## config.mk

```make
export PLATFORM = sky130hd
export DESIGN_NAME = code_sequencer
export DESIGN_NICKNAME = d
export VERILOG_FILES = /design/src/rtl/code_sequencer.sv
export SDC_FILE = /design/constraint.sdc
export NUM_CORES = 1
export LEC_CHECK = 0
export ABC_AREA = 1
export CAP_MARGIN = 20
export CORE_MARGIN = 3
export CORE_UTILIZATION = 46
export DETAILED_ROUTE_END_ITERATION = 10
export PLACE_DENSITY = 0.79
export SYNTH_ARGS = -nofsm -noshare
export SYNTH_HDL_FRONTEND = slang
export SYNTH_SLANG_ARGS = --single-unit
```

## constraint.sdc

```tcl
create_clock -name clock -period 2.05 [get_ports clock]
set_clock_uncertainty 0.2 [all_clocks]
set_input_delay 0.205 -clock clock [delete_from_list [all_inputs] [get_ports clock]]
set_output_delay 0.205 -clock clock [all_outputs]
set_load 0.01 [all_outputs]
```

## src/rtl/code_sequencer.sv

```systemverilog
// Game-side sequencer for the peg scorer: holds the secret code, accepts guesses,
// walks the scorer across every peg, then reports red/white counts and win/lose.
module code_sequencer #(
    parameter int PEG_W       = 3,
    parameter int NUM_PEGS    = 4,
    parameter int MAX_GUESSES = 10
) (
    input  logic                      clock,
    input  logic                      reset,
    input  logic                      load_code,
    input  logic [PEG_W*NUM_PEGS-1:0] code_in,
    input  logic                      guess_valid,
    input  logic [PEG_W*NUM_PEGS-1:0] guess_in,
    output logic                      guess_ready,
    output logic                      compare_resetn,
    output logic                      compareEn,
    output logic [1:0]                compare_i,
    output logic [PEG_W-1:0]          curr_code,
    output logic [PEG_W*NUM_PEGS-1:0] compare_guess,
    input  logic [2:0]                red_in,
    input  logic [2:0]                white_in,
    output logic                      result_valid,
    output logic [2:0]                red_out,
    output logic [2:0]                white_out,
    output logic [3:0]                guess_count,
    output logic                      win,
    output logic                      lose
);

    typedef enum logic [2:0] {
        S_IDLE,
        S_READY,
        S_CLEAR,
        S_COMPARE,
        S_SETTLE,
        S_WIN,
        S_LOSE
    } state_t;

    state_t                      r_state;
    logic [PEG_W*NUM_PEGS-1:0]   r_code;
    logic [PEG_W*NUM_PEGS-1:0]   r_guess;
    logic [1:0]                  r_idx;
    logic                        r_ready;
    logic                        r_clr_n;
    logic                        r_en;
    logic                        r_rvalid;
    logic [2:0]                  r_red;
    logic [2:0]                  r_white;
    logic [3:0]                  r_count;
    logic                        r_win;
    logic                        r_lose;

    logic [3:0]                  w_next_count;
    logic                        w_last_idx;

    assign w_next_count = r_count + 4'd1;
    assign w_last_idx   = (r_idx == 2'(NUM_PEGS - 1));

    always_ff @(posedge clock or posedge reset) begin
        if (reset) begin
            r_state  <= S_IDLE;
            r_code   <= '0;
            r_guess  <= '0;
            r_idx    <= '0;
            r_ready  <= 1'b0;
            r_clr_n  <= 1'b0;
            r_en     <= 1'b0;
            r_rvalid <= 1'b0;
            r_red    <= '0;
            r_white  <= '0;
            r_count  <= '0;
            r_win    <= 1'b0;
            r_lose   <= 1'b0;
        end else begin
            r_rvalid <= 1'b0;
            // A new code restarts the game from any state, dropping any guess in flight
            if (load_code) begin
                r_state <= S_READY;
                r_code  <= code_in;
                r_count <= '0;
                r_win   <= 1'b0;
                r_lose  <= 1'b0;
                r_red   <= '0;
                r_white <= '0;
                r_ready <= 1'b1;
                r_clr_n <= 1'b1;
                r_en    <= 1'b0;
            end else begin
                case (r_state)
                    S_IDLE: begin
                    end
                    S_READY: begin
                        if (guess_valid) begin
                            r_state <= S_CLEAR;
                            r_guess <= guess_in;
                            r_ready <= 1'b0;
                            r_clr_n <= 1'b0;
                            r_idx   <= '0;
                        end
                    end
                    S_CLEAR: begin
                        r_state <= S_COMPARE;
                        r_clr_n <= 1'b1;
                        r_en    <= 1'b1;
                    end
                    S_COMPARE: begin
                        if (w_last_idx) begin
                            r_state <= S_SETTLE;
                            r_en    <= 1'b0;
                        end else begin
                            r_idx <= r_idx + 2'd1;
                        end
                    end
                    S_SETTLE: begin
                        // Scorer totals are final here; win outranks lose on the last guess
                        r_red    <= red_in;
                        r_white  <= white_in;
                        r_count  <= w_next_count;
                        r_rvalid <= 1'b1;
                        if (red_in == 3'(NUM_PEGS)) begin
                            r_state <= S_WIN;
                            r_win   <= 1'b1;
                        end else if (w_next_count == 4'(MAX_GUESSES)) begin
                            r_state <= S_LOSE;
                            r_lose  <= 1'b1;
                        end else begin
                            r_state <= S_READY;
                            r_ready <= 1'b1;
                        end
                    end
                    S_WIN, S_LOSE: begin
                    end
                    default: begin
                        r_state <= S_IDLE;
                        r_ready <= 1'b0;
                        r_clr_n <= 1'b0;
                        r_en    <= 1'b0;
                    end
                endcase
            end
        end
    end

    assign guess_ready    = r_ready;
    assign compare_resetn = r_clr_n;
    assign compareEn      = r_en;
    assign compare_i      = r_idx;
    assign curr_code      = r_code[int'(r_idx)*PEG_W +: PEG_W];
    assign compare_guess  = r_guess;
    assign result_valid   = r_rvalid;
    assign red_out        = r_red;
    assign white_out      = r_white;
    assign guess_count    = r_count;
    assign win            = r_win;
    assign lose           = r_lose;

endmodule

```

* After elaboration in Yosys (flattened, before gate mapping) *
Cells that the tools add are included.

storage, ports and cells
  flip-flop bits (word level) = 45
  RAM bits = 0
  input port bits = 34
  bits in read-only memories = 0
  memories kept = 0
  bits in latches = 0
  word-level logic and storage cells = 89
  output and inout port bits = 33

cells by class
  bitwise operators = 1
  order comparisons = 0
  div/mod/pow operators = 0
  $mul = 1
  muxes and demuxes = 34
  equal/unequal tests = 20
  add/subtract/negate cells = 2
  shifts and indexed selects = 1
  reductions and logical operators = 17

operators by type and width
  kind                   number
  $mux W3                9
  $mux W1                16
  $pmux W3 S5            1
  $reduce_or A5 Y1       3
  $eq A3 B3 Y1 const B   4
  $ne A3 B3 Y1 const B   4
  $shiftx A12 B5 Y3      1
  $pmux W1 S3            3
  $reduce_and A3 Y1      3
  $mux W4                2
  $ne A2 B1 Y1 const B   4
  $reduce_and A4 Y1      2
  $reduce_bool A2 Y1     4
  $eq A3 B2 Y1 const B   2
  $ne A2 B2 Y1 const B   3
  $reduce_and A2 Y1      3
  $add A4 B1 Y4 const B  1
  $eq A4 B4 Y1 const B   1
  $mul A2 B2 Y4 const B  1
  $mux W2                2
  $pmux W2 S2            1
  $eq A3 B1 Y1 const B   1
  $logic_not A3 Y1       1
  $reduce_or A3 Y1       1
  3 further kinds        3

* Depth between registers and ports, before layout *
  word-level depth = 6
  depth in mapped cells = 11
  mapped depth without buffers = 11

* Worst setup path after synthesis *
No wires, ideal clock.

  kind = flip-flop to flip-flop
  from = reg r_count[0], in the netlist guess_count[0]
  to = reg r_ready, in the netlist guess_ready
  required time = 1.737 ns
  path slack = 0.502 ns
  cell stages (with the launch flop) = 10
  library setup time = 0.113 ns
  data arrival time = 1.235 ns
  period minus slack after synthesis = 1.548 ns
  path buffers = 0
  path through = dfrtp_1 > ha_1 > nand2_1 > nand2_1 > nor2_1 > nand3_1 > nand3_1 > nand2_1 > nand2_1 > inv_1

on the way
  longest elaborated chain between the ends = 4

RTL lines
  what                                line  RTL
  start: declaration                  50    logic [3:0] r_count;
  start signal: assignment            119   r_count <= w_next_count;
  $add A4 B1 Y4                       57    assign w_next_count = r_count + 4'd1;
  $eq A4 B4 Y1                        124   end else if (w_next_count == 4'(MAX_GUESSES)) begin
  $ne A3 B3 Y1 (no source line)       --
  $reduce_and A4 Y1 (no source line)  --
  end signal: assignment              66    r_ready <= 1'b0;
  end signal: assignment              129   r_ready <= 1'b1;
  end signal: assignment              136   r_ready <= 1'b0;
  end: declaration                    44    logic r_ready;

Every way passes these cells.
A chain may end at the register's enable or synchronous reset.

* Worst setup path in the final report *
  from = reg r_idx[1], in the netlist compare_i[1]
  to = out curr_code[0]

on the way
  longest elaborated chain between the ends = 2

RTL lines
  what                      line  RTL
  start: declaration        43    logic [1:0] r_idx;
  start signal: assignment  112   r_idx <= r_idx + 2'd1;
  $mul A2 B2 Y4             149   assign curr_code = r_code[int'(r_idx)*PEG_W +: PEG_W];
  $shiftx A12 B5 Y3         149
  end: declaration          18    output logic [PEG_W-1:0] curr_code,

Every way passes these cells.

==> summary.txt <==
Run status
  – Outcome: completed

Yosys
  – Async SR Flop Fraction: 1.000
  – Most frequent cells after synthesis: nand2_1 (75), dfrtp_1 (45), inv_1 (23)
  – Post-synth EDFFs: 0
  – Ys Warns: 0
  – Cell Area, Synth: 0.002136 sq mm
  – Flops & latches, synth: 45
  – Mean Syn Cell Area: 8.974 sq um
  – Most common cell in the netlist: nand2_1
  – Synthesized instance count: 238
  – Largest cells by area after synthesis: dfrtp_1 (53%), nand2_1 (13%), mux2_4 (7.0%), inv_1 (4.0%), o21ai_0 (3.7%)
  – Syn Nets: 275
  – Sequential share of the synthesized area: 0.5272
  – Library cells used by synthesis: 24
  – Main synth FF type: dfrtp_1
  – Top-area cell type share of the netlist area: 0.5272
  – Area leader, netlist: dfrtp_1

Setup path
  – FF-to-FF Start: r_state[0]$_DFFE_PP0P_
  – Crit start category: register
  – WP data required: 1.64 ns
  – Worst setup path start: compare_i[1]$_DFFE_PP0P_
  – Capture point of the worst reg-to-reg path: compare_guess[4]$_DFFE_PP0P_
  – CP max FO: 5
  – Setup crit end: curr_code[0]
  – Reg2reg path depth: 4
  – Worst EP arrival: 1.41 ns
  – Reg-to-reg slack, setup: 0.25 ns
  – Kind of end point of the critical path: output pin
  – WS Path Type: reg2out

Power and ir drop
  – Static leakage: 1.436 nW
  – Int Pwr: 0.002037 W
  – Sequential Power Share: 0.412
  – PwrDens: 1035 mW/mm^2
  – Clock network power share: 0.172
  – Max VDD drop: 0.5021 mV
  – Switching share of power: 0.3305
  – Logic gate share of total power: 0.416
  – P_sw: 0.001006 W

Finish
  – Diode count: 0
  – Layout cells sized above 1: 0.1165
  – Layout Nets: 345
  – Layout area overhead: 37.67%
  – Filler cells: 390
  – Post-route cell area: 0.002940 sq mm

Timing
  – Slew margin rel.: 0.6688
  – Final Hold Vio Count: 0
  – Max frequency: 0.5498 GHz
  – Final setup fails: 0
  – Slew Viols, Final: 0
  – Sum Neg Setup Slack: 0 ns
  – Slew @ Worst Pin: 0.4961 ns
  – Unrepaired setup endpoints after global routing: false
  – Fin crit share: 0.8873
  – Tmin final: 1.819 ns

Global route
  – GR Overflow Total: 0
  – GRT Util Overall: 0.1886
  – Antenna violations before repair: 0
  – Largest net degree at the start of global routing: 24
  – Vias in the first global route: 1,733
  – Global-route wire length before repair: 7.866 mm

Placement
  – Routability cong.: 0.9592
  – IO Port Bufs: 66
  – Placed Area: 0.002856 sq mm
  – Detailed Place HPWL: 3.523 mm

Floorplan
  – Initial Util: 0.4838
  – Die span in x: 74.14 um
  – Core region area: 0.004414 sq mm
  – Ports: 67
  – Die height: 74.14 um
  – # rows: 24
  – Die area: 0.005497 sq mm

Run
  – Maxcap violations: 0

Clock network
  – H-tree levels: 2
  – # clock sinks: 45
  – CTS Root Cell: clkbuf_8
  – Clock Latency Late Sink: 0.30 ns
  – CTS tree: yes
  – CTS buffer count: 5
  – Clk slew on worst S/H paths: 0.08 ns
  – CTS Hold Bufs: 0
  – Clk buf depth: 2

Min path
  – HP Class: in2async

Drt
  – Drt drc: 0
  – Detailed Routing Iterations Pass 1: 4
  – Routed vias: 1,792
  – DRT iter0 DRCs: 42
  – DR WL/cell: 12.94 um
  – Drt total wl: 4.671 mm
  – Vias/cell: 4.964
  – Post-DRT Antenna Nets: 0
registers in the layout, summed over array words and instances (netlist names):
name            cells
compare_i           2
win                 1
compare_resetn      1
white_out           3
compareEn           1
guess_count         4
lose                1
r_code             12
result_valid        1
compare_guess      12
red_out             3
r_state             3
guess_ready         1
critical path: stages, from the launching register on:
cell	delay [ns]
dfrtp_1	0.43
inv_1	0.14
o21ai_0	0.11
o22ai_1	0.14
dlygate4sd2_1	0.29
power groups by stage:
stage | logic (W) | registers (W) | clock network (W)
2_1_floorplan | 0.000644 | 0.00131 | 0
3_3_place_gp | 0.00128 | 0.00127 | 0
3_5_place_dp | 0.00130 | 0.00127 | 0
4_1_cts | 0.00128 | 0.00125 | 0.000546
5_1_grt | 0.00141 | 0.00128 | 0.000578
6_report | 0.00127 | 0.00125 | 0.000523
routing by layer:
metal  wire length (um)  vias to the layer above  track usage
li1                   -                      899            -
met3                357                        6      0.04730
met4                 76                        0      0.07243
met1               2150                      831       0.2466
met2               2086                       56       0.3022
met5                  0                        -            0
worst min-delay path by stage:
stage	endpoint	slack, ns	cells after the start
global route	compare_guess[9]$_DFFE_PP0P_	0.09	2
CTS	compare_guess[4]$_DFFE_PP0P_	0.06	2
floorplan	r_code[11]$_DFFE_PP0P_	0.12	2
global placement	r_code[4]$_DFFE_PP0P_	0.25	2
finish	compare_guess[5]$_DFFE_PP0P_	0.05	2
detailed placement	r_code[5]$_DFFE_PP0P_	0.25	2
placed cells by master (no fill, tap or decap), types with 2 or more instances in the layout:
cell / count
buf_4: 3
a21oi_1: 8
dfrtp_1: 44
nor3_1: 2
o21ai_0: 16
o22ai_1: 3
a22o_1: 3
nand3_1: 12
nand2_2: 2
mux2_2: 2
nor2_1: 15
nor2_4: 2
clkinv_2: 2
mux2_4: 10
clkbuf_8: 5
inv_2: 5
nand4_1: 4
inv_1: 21
dlygate4sd2_1: 3
clkdlybuf4s50_1: 63
ha_1: 3
nand2_1: 75
cell type report:
cell class	instances	area, sq um	area share
Multi-Input combinational cell	160	864.6	0.2940
Sequential cell	45	1127	0.3834
Clock inverter	3	17.52	0.005957
Timing Repair Buffer	70	699.4	0.2379
Clock buffer	5	68.82	0.02340
Tap cell	52	65.06	0.02213
Inverter	26	97.59	0.03319
logic make-up after synthesis:
| group | Yosys count | share of synthesized area |
|---|---|---|
| flops | 45 | 0.5272 |
| mux | 12 | 0.08084 |
| buf+inv | 33 | 0.06795 |
| compound gates | 31 | 0.07968 |
| simple gates | 114 | 0.2267 |
| fa+ha+maj | 3 | 0.01758 |
per-stage QoR:
| stage | worst slack, ns | hold slack (ns) | total power, W | utilization | instances |
|---|---|---|---|---|---|
| 5_1_grt | 0.1034 | 0.08867 | 0.003271 | 0.6661 | 361 |
| 4_1_cts | 0.2202 | 0.06194 | 0.003083 | 0.6661 | 361 |
| 2_1_floorplan | 0.5024 | 0.1174 | 0.001951 | - | 238 |
| 3_5_place_dp | 0.1337 | 0.2540 | 0.002572 | 0.6471 | 353 |
| 3_3_place_gp | 0.1654 | 0.2533 | 0.002542 | 0.6471 | 353 |
| 6_report | 0.2310 | 0.04775 | 0.003042 | 0.6661 | 361 |
repair_timing:
action                     in CTS  in global routing
setup endpoints to repair       3                  0
buffers inserted                0                  0
resized for setup               5                  0
(Power assumes the default switching activity.)
==> RTL edit 1, RTL diff (config.mk and constraints unchanged) <==
Set the parameter `PEG_W` to 6 (it was 3).
--- a/src/rtl/code_sequencer.sv
+++ b/src/rtl/code_sequencer.sv
@@ -2,5 +2,5 @@
 // walks the scorer across every peg, then reports red/white counts and win/lose.
 module code_sequencer #(
-    parameter int PEG_W       = 3,
+    parameter int PEG_W       = 6,
     parameter int NUM_PEGS    = 4,
     parameter int MAX_GUESSES = 10
Ports: changed (resized code_in, compare_guess, curr_code and guess_in); port bits go from 67 to 106. The function was not compared with the original's and may differ.
==> RTL edit 1 against the unedited design <==
Wire length grew 58%. Power grew 49%. Synthesized area grew 47%. Sequential share of layout area grew 0.67 points. Via count grew 59%. Highest routed layer unchanged. Cell area grew 51%. Worst setup slack lost 0.069 ns. Critical endpoint unchanged. Sequential cell count grew 24. Count of clock-buffer cells in the layout grew 8. First-iteration DRC count grew to 3.8 times the old value.
==> RTL edit 1: results (changes against the unedited design) <==
- Most frequent cells after synthesis: nand2_1 (140), dfrtp_1 (69), inv_1 (41)
- Met1 Track Usage GR: 24.7% (+0.030 points)
- Buffers, non-clock: 112 (+60%)
- Sequential share of cell area: 39.0% (+0.67 points)
- Placed instance count: 557 (+58%)
- GRT met3 Usage: 4.66% (-0.074 points)
- Core occupancy in the finished layout: 68.2% (+1.6 points)
- Placement Cell Area: 4270 sq um (+50%)
- Multi-In Gates: 253 (+58%)
- Number of library cell types mapped by synthesis: 21 (-13%)
- Non-clock buffer contribution to total cell area: 25.4% (+1.6 points)
- Wire length on met3: 608 um (+70%)
- Synthesized net count: 445 (+62%)
- Sequential share of the synthesized area: 54.9% (+2.1 points)
- Source-to-sink clock delay at the later pin of the worst-skew pair: 0.33 ns (+0.03 ns)
- Number of H-tree levels: 3 (+1)
- Clock Sink Count: 69 (+53%)
- DRT met1 WL: 3190 um (+48%)
- Post-Layout Cell Count: 572 (+58%)
- Routed wl met2: 3430 um (+64%)
- Number of clock buffers inserted by TritonCTS: 9 (+4)
- Post-detail-place hpwl: 5440 um (+54%)
- Outcome: complete, no violations
- Max VDD drop: 475 uV (-5.3%)
- Routability congestion estimate from global placement: 0.921 (-4.0%)
- Synthesized area: 3150 sq um (+47%)
- Via-per-instance ratio: 4.99 (+0.58%)
## RTL edit 1: worst max-delay path: stages (launching register included)
cell           delay, ns
dfrtp_1             0.40
buf_6               0.16
o21ai_0             0.18
o22ai_1             0.11
dlygate4sd2_1       0.30
## RTL edit 1: power by group through the flow
stage	logic (mW)	clock network [mW]	registers, mW
after detailed placement	1.81	0	1.89
after CTS	1.77	0.946	1.87
after global routing	1.97	0.997	1.91
after global placement	1.76	0	1.87
final	1.75	0.921	1.87
after floorplan	0.738	0	2.00
## RTL edit 1: final timing paths
kind                               endpoint  slack (ns)  depth (start not counted)
max                            curr_code[0]        0.16                          4
min                        compare_guess[0]        0.10                          3
max reg2reg                      r_state[2]        0.24                          9
min reg2reg                      r_code[11]        0.27                          2
max in group asynchronous      compare_i[1]        1.23                          3
min in group clock                r_code[0]        0.20                          3
## RTL edit 1: kinds of logic after synthesis
kind of cell / count (synthesis)
adders and majority gates: 3
and+or+nand+nor: 191
DFF: 69
buffers and inverters: 62
AOI/OAI and AO/OA: 59
==> RTL edit 2, RTL diff (same flow settings) <==
Without the edit above. The 7 states of `state_t` get a Gray code encoding in 3 bits.
--- a/src/rtl/code_sequencer.sv
+++ b/src/rtl/code_sequencer.sv
@@ -29,11 +29,11 @@
 
     typedef enum logic [2:0] {
-        S_IDLE,
-        S_READY,
-        S_CLEAR,
-        S_COMPARE,
-        S_SETTLE,
-        S_WIN,
-        S_LOSE
+        S_IDLE    = 3'b000,
+        S_READY   = 3'b001,
+        S_CLEAR   = 3'b011,
+        S_COMPARE = 3'b010,
+        S_SETTLE  = 3'b110,
+        S_WIN     = 3'b111,
+        S_LOSE    = 3'b101
     } state_t;
 
Function: no difference found for any inputs over 10 cycles, from zero or initial values and one cycle with reset high; not proved beyond that.
==> RTL edit 2 against the unedited design <==
Synthesized area shrank 6.0%. Final cell count grew 2.5%. Cell area shrank 2.3%. Worst setup slack gained 0.026 ns. Power shrank 1.4%. Largest cell class unchanged. Wire length shrank 1.1%. Critical path type unchanged. Sequential share of layout area grew 0.95 points. Core utilization grew 3.2 points. Sequential cell count is the same.
==> RTL edit 2: results (changes against the unedited design) <==
- Outcome: complete, no violations
- Maximum number of pins on one net before global-route repair: 22 (-8.3%)
- Slowest stage delay, CP: 0.44 ns
- Transition time of the tightest slew-check pin: 0.488 ns (-0.00800 ns)
- Async set or reset register ratio after synthesis: 100% (unchanged)
- Synthesized net count: 281 (+2.2%)
- Critical R2R Capture: compare_guess[3]
- Power spent charging and discharging nets: 965 uW (-4.0%)
- Fraction of final layout cells with drive strength greater than 1: 9.06% (-2.6 points)
- Clock-pin transition on the worst setup and hold timing paths: 0.08 ns (about the same)
- Number of antenna violations at the first check in global routing: 0 (unchanged)
- Global routing usage summed across all routing layers: 19.3% (+0.48 points)
- Worst hold-check path type: primary input to asynchronous set/reset pin
- Fill count: 342 (-12%)
- Number of clock buffers inserted by TritonCTS: 5 (unchanged)
- Maximum clock path buffer count: 2 (unchanged)
- Highest net fanout along the worst path: 7 (+2)
- Slack of the worst reg-to-reg path: 0.33 ns (+0.08 ns)
- Post-detail-place hpwl: 3510 um (-0.37%)
- Max VDD drop: 646 uV (+29%)
- Wire length of the first global-routing pass: 7910 um (+0.52%)
- Largest cells by area after synthesis: dfrtp_1 (56%), nand2_1 (20%), o21ai_0 (4.2%)
- Number of library cell types mapped by synthesis: 23 (-4.2%)
- Critical path startpoint: compare_i[0]
- Number of buffers added on ports: 66 (unchanged)
- Leak pwr: 1.41 nW (-1.9%)
- Leading register cell type out of synthesis: dfrtp_1
- Routability congestion estimate from global placement: 0.888 (-7.4%)
- Capture point of the worst path: curr_code[2]
- Largest delay share family, worst path: flip-flops
- Via count of the first global-routing pass: 1743 (+0.58%)
- Sequential share of the synthesized area: 56.1% (+3.4 points)
- Count of yosys warnings during synthesis: 0 (unchanged)
- DR iter-0 viols: 115 (+170%)
- Master of the slowest instance on the critical path: dfrtp_2
- Reg-to-reg critical path startpoint: r_state[2]
- Via-per-instance ratio: 4.90 (-1.2%)
- Most frequent cells after synthesis: nand2_1 (106), dfrtp_1 (45), inv_1 (17), o21ai_0 (17), nor2_1 (13)
- Worst r2r path cells: 6 (+2)
- Routed Wire Length: 4620 um (-1.1%)
- # nets final: 356 (+3.2%)
- WP data arrival: 1.39 ns (-0.02 ns)
RTL edit 2: worst reg2reg max path: cells and delay by family, from the launching register on:
| kind | cells | cell delay [ns] |
|---|---|---|
| and+or+nand+nor | 4 | 0.75 |
| DFF | 1 | 0.43 |
| buffers and inverters | 2 | 0.24 |
RTL edit 2: per-stage QoR:
stage	instances	setup slack [ns]	power (mW)	cell area (sq um)	hold WS (ns)
floorplan	244	0.552	1.78	2010	0.115
detailed placement	360	0.113	2.35	2740	0.258
global placement	360	0.194	2.31	2740	0.256
CTS	368	0.00182	3.02	2860	0.0398
finish	370	0.257	3.00	2870	0.0280
global route	370	0.124	3.23	2870	0.0547
RTL edit 2: worst min path at each step:
stage,slack (ns),cells after the start,endpoint
after floorplan,0.11,2,compare_guess[0]
after global placement,0.26,2,r_code[3]
after detailed placement,0.26,2,r_code[11]
after CTS,0.04,2,white_out[2]
after global routing,0.05,2,white_out[1]
final,0.03,2,compare_guess[2]
RTL edit 2: what timing repair did:
| action | 4_1_cts | 5_1_grt |
|---|---|---|
| buffers inserted | 0 | 2 |
| endpoints found under the hold margin | 0 | 0 |
| hold buffers | 0 | 0 |
| endpoints found under the setup margin | 3 | 1 |
| resized for setup | 4 | 2 |
RTL edit 2: power by group through the flow:
stage	Combinational, mW	Sequential, mW	Clock [mW]
finish	1.10	1.23	0.668
global route	1.24	1.26	0.726
CTS	1.09	1.23	0.689
detailed placement	1.10	1.25	0
global placement	1.07	1.24	0
floorplan	0.477	1.30	0
RTL edit 2: kinds of logic after synthesis:
group	Yosys count	share of synthesized area (%)
buf+inv	27	5.48
compound gates	31	8.66
simple gates	138	27.9
fa+ha+maj	3	1.87
flops	45	56.1
RTL edit 2: area by class of cell:
type                    count  area share, %
multi-input cells         172           26.9
inverters                  22           2.87
flip-flops and latches     45           39.3
well taps                  50           2.18
repair buffers             73           24.7
clock inverters             1           1.05
clock buffers               7           3.01
RTL edit 2: routing by layer:
metal	wire, um	vias to the layer above	share of wire, %	track usage, %
met3	255	4	5.5	4.43
met4	29	0	0.63	3.76
met5	0	-	0	0
met1	2100	830	45	27.2
met2	2240	61	48	30.9
li1	-	919	-	-
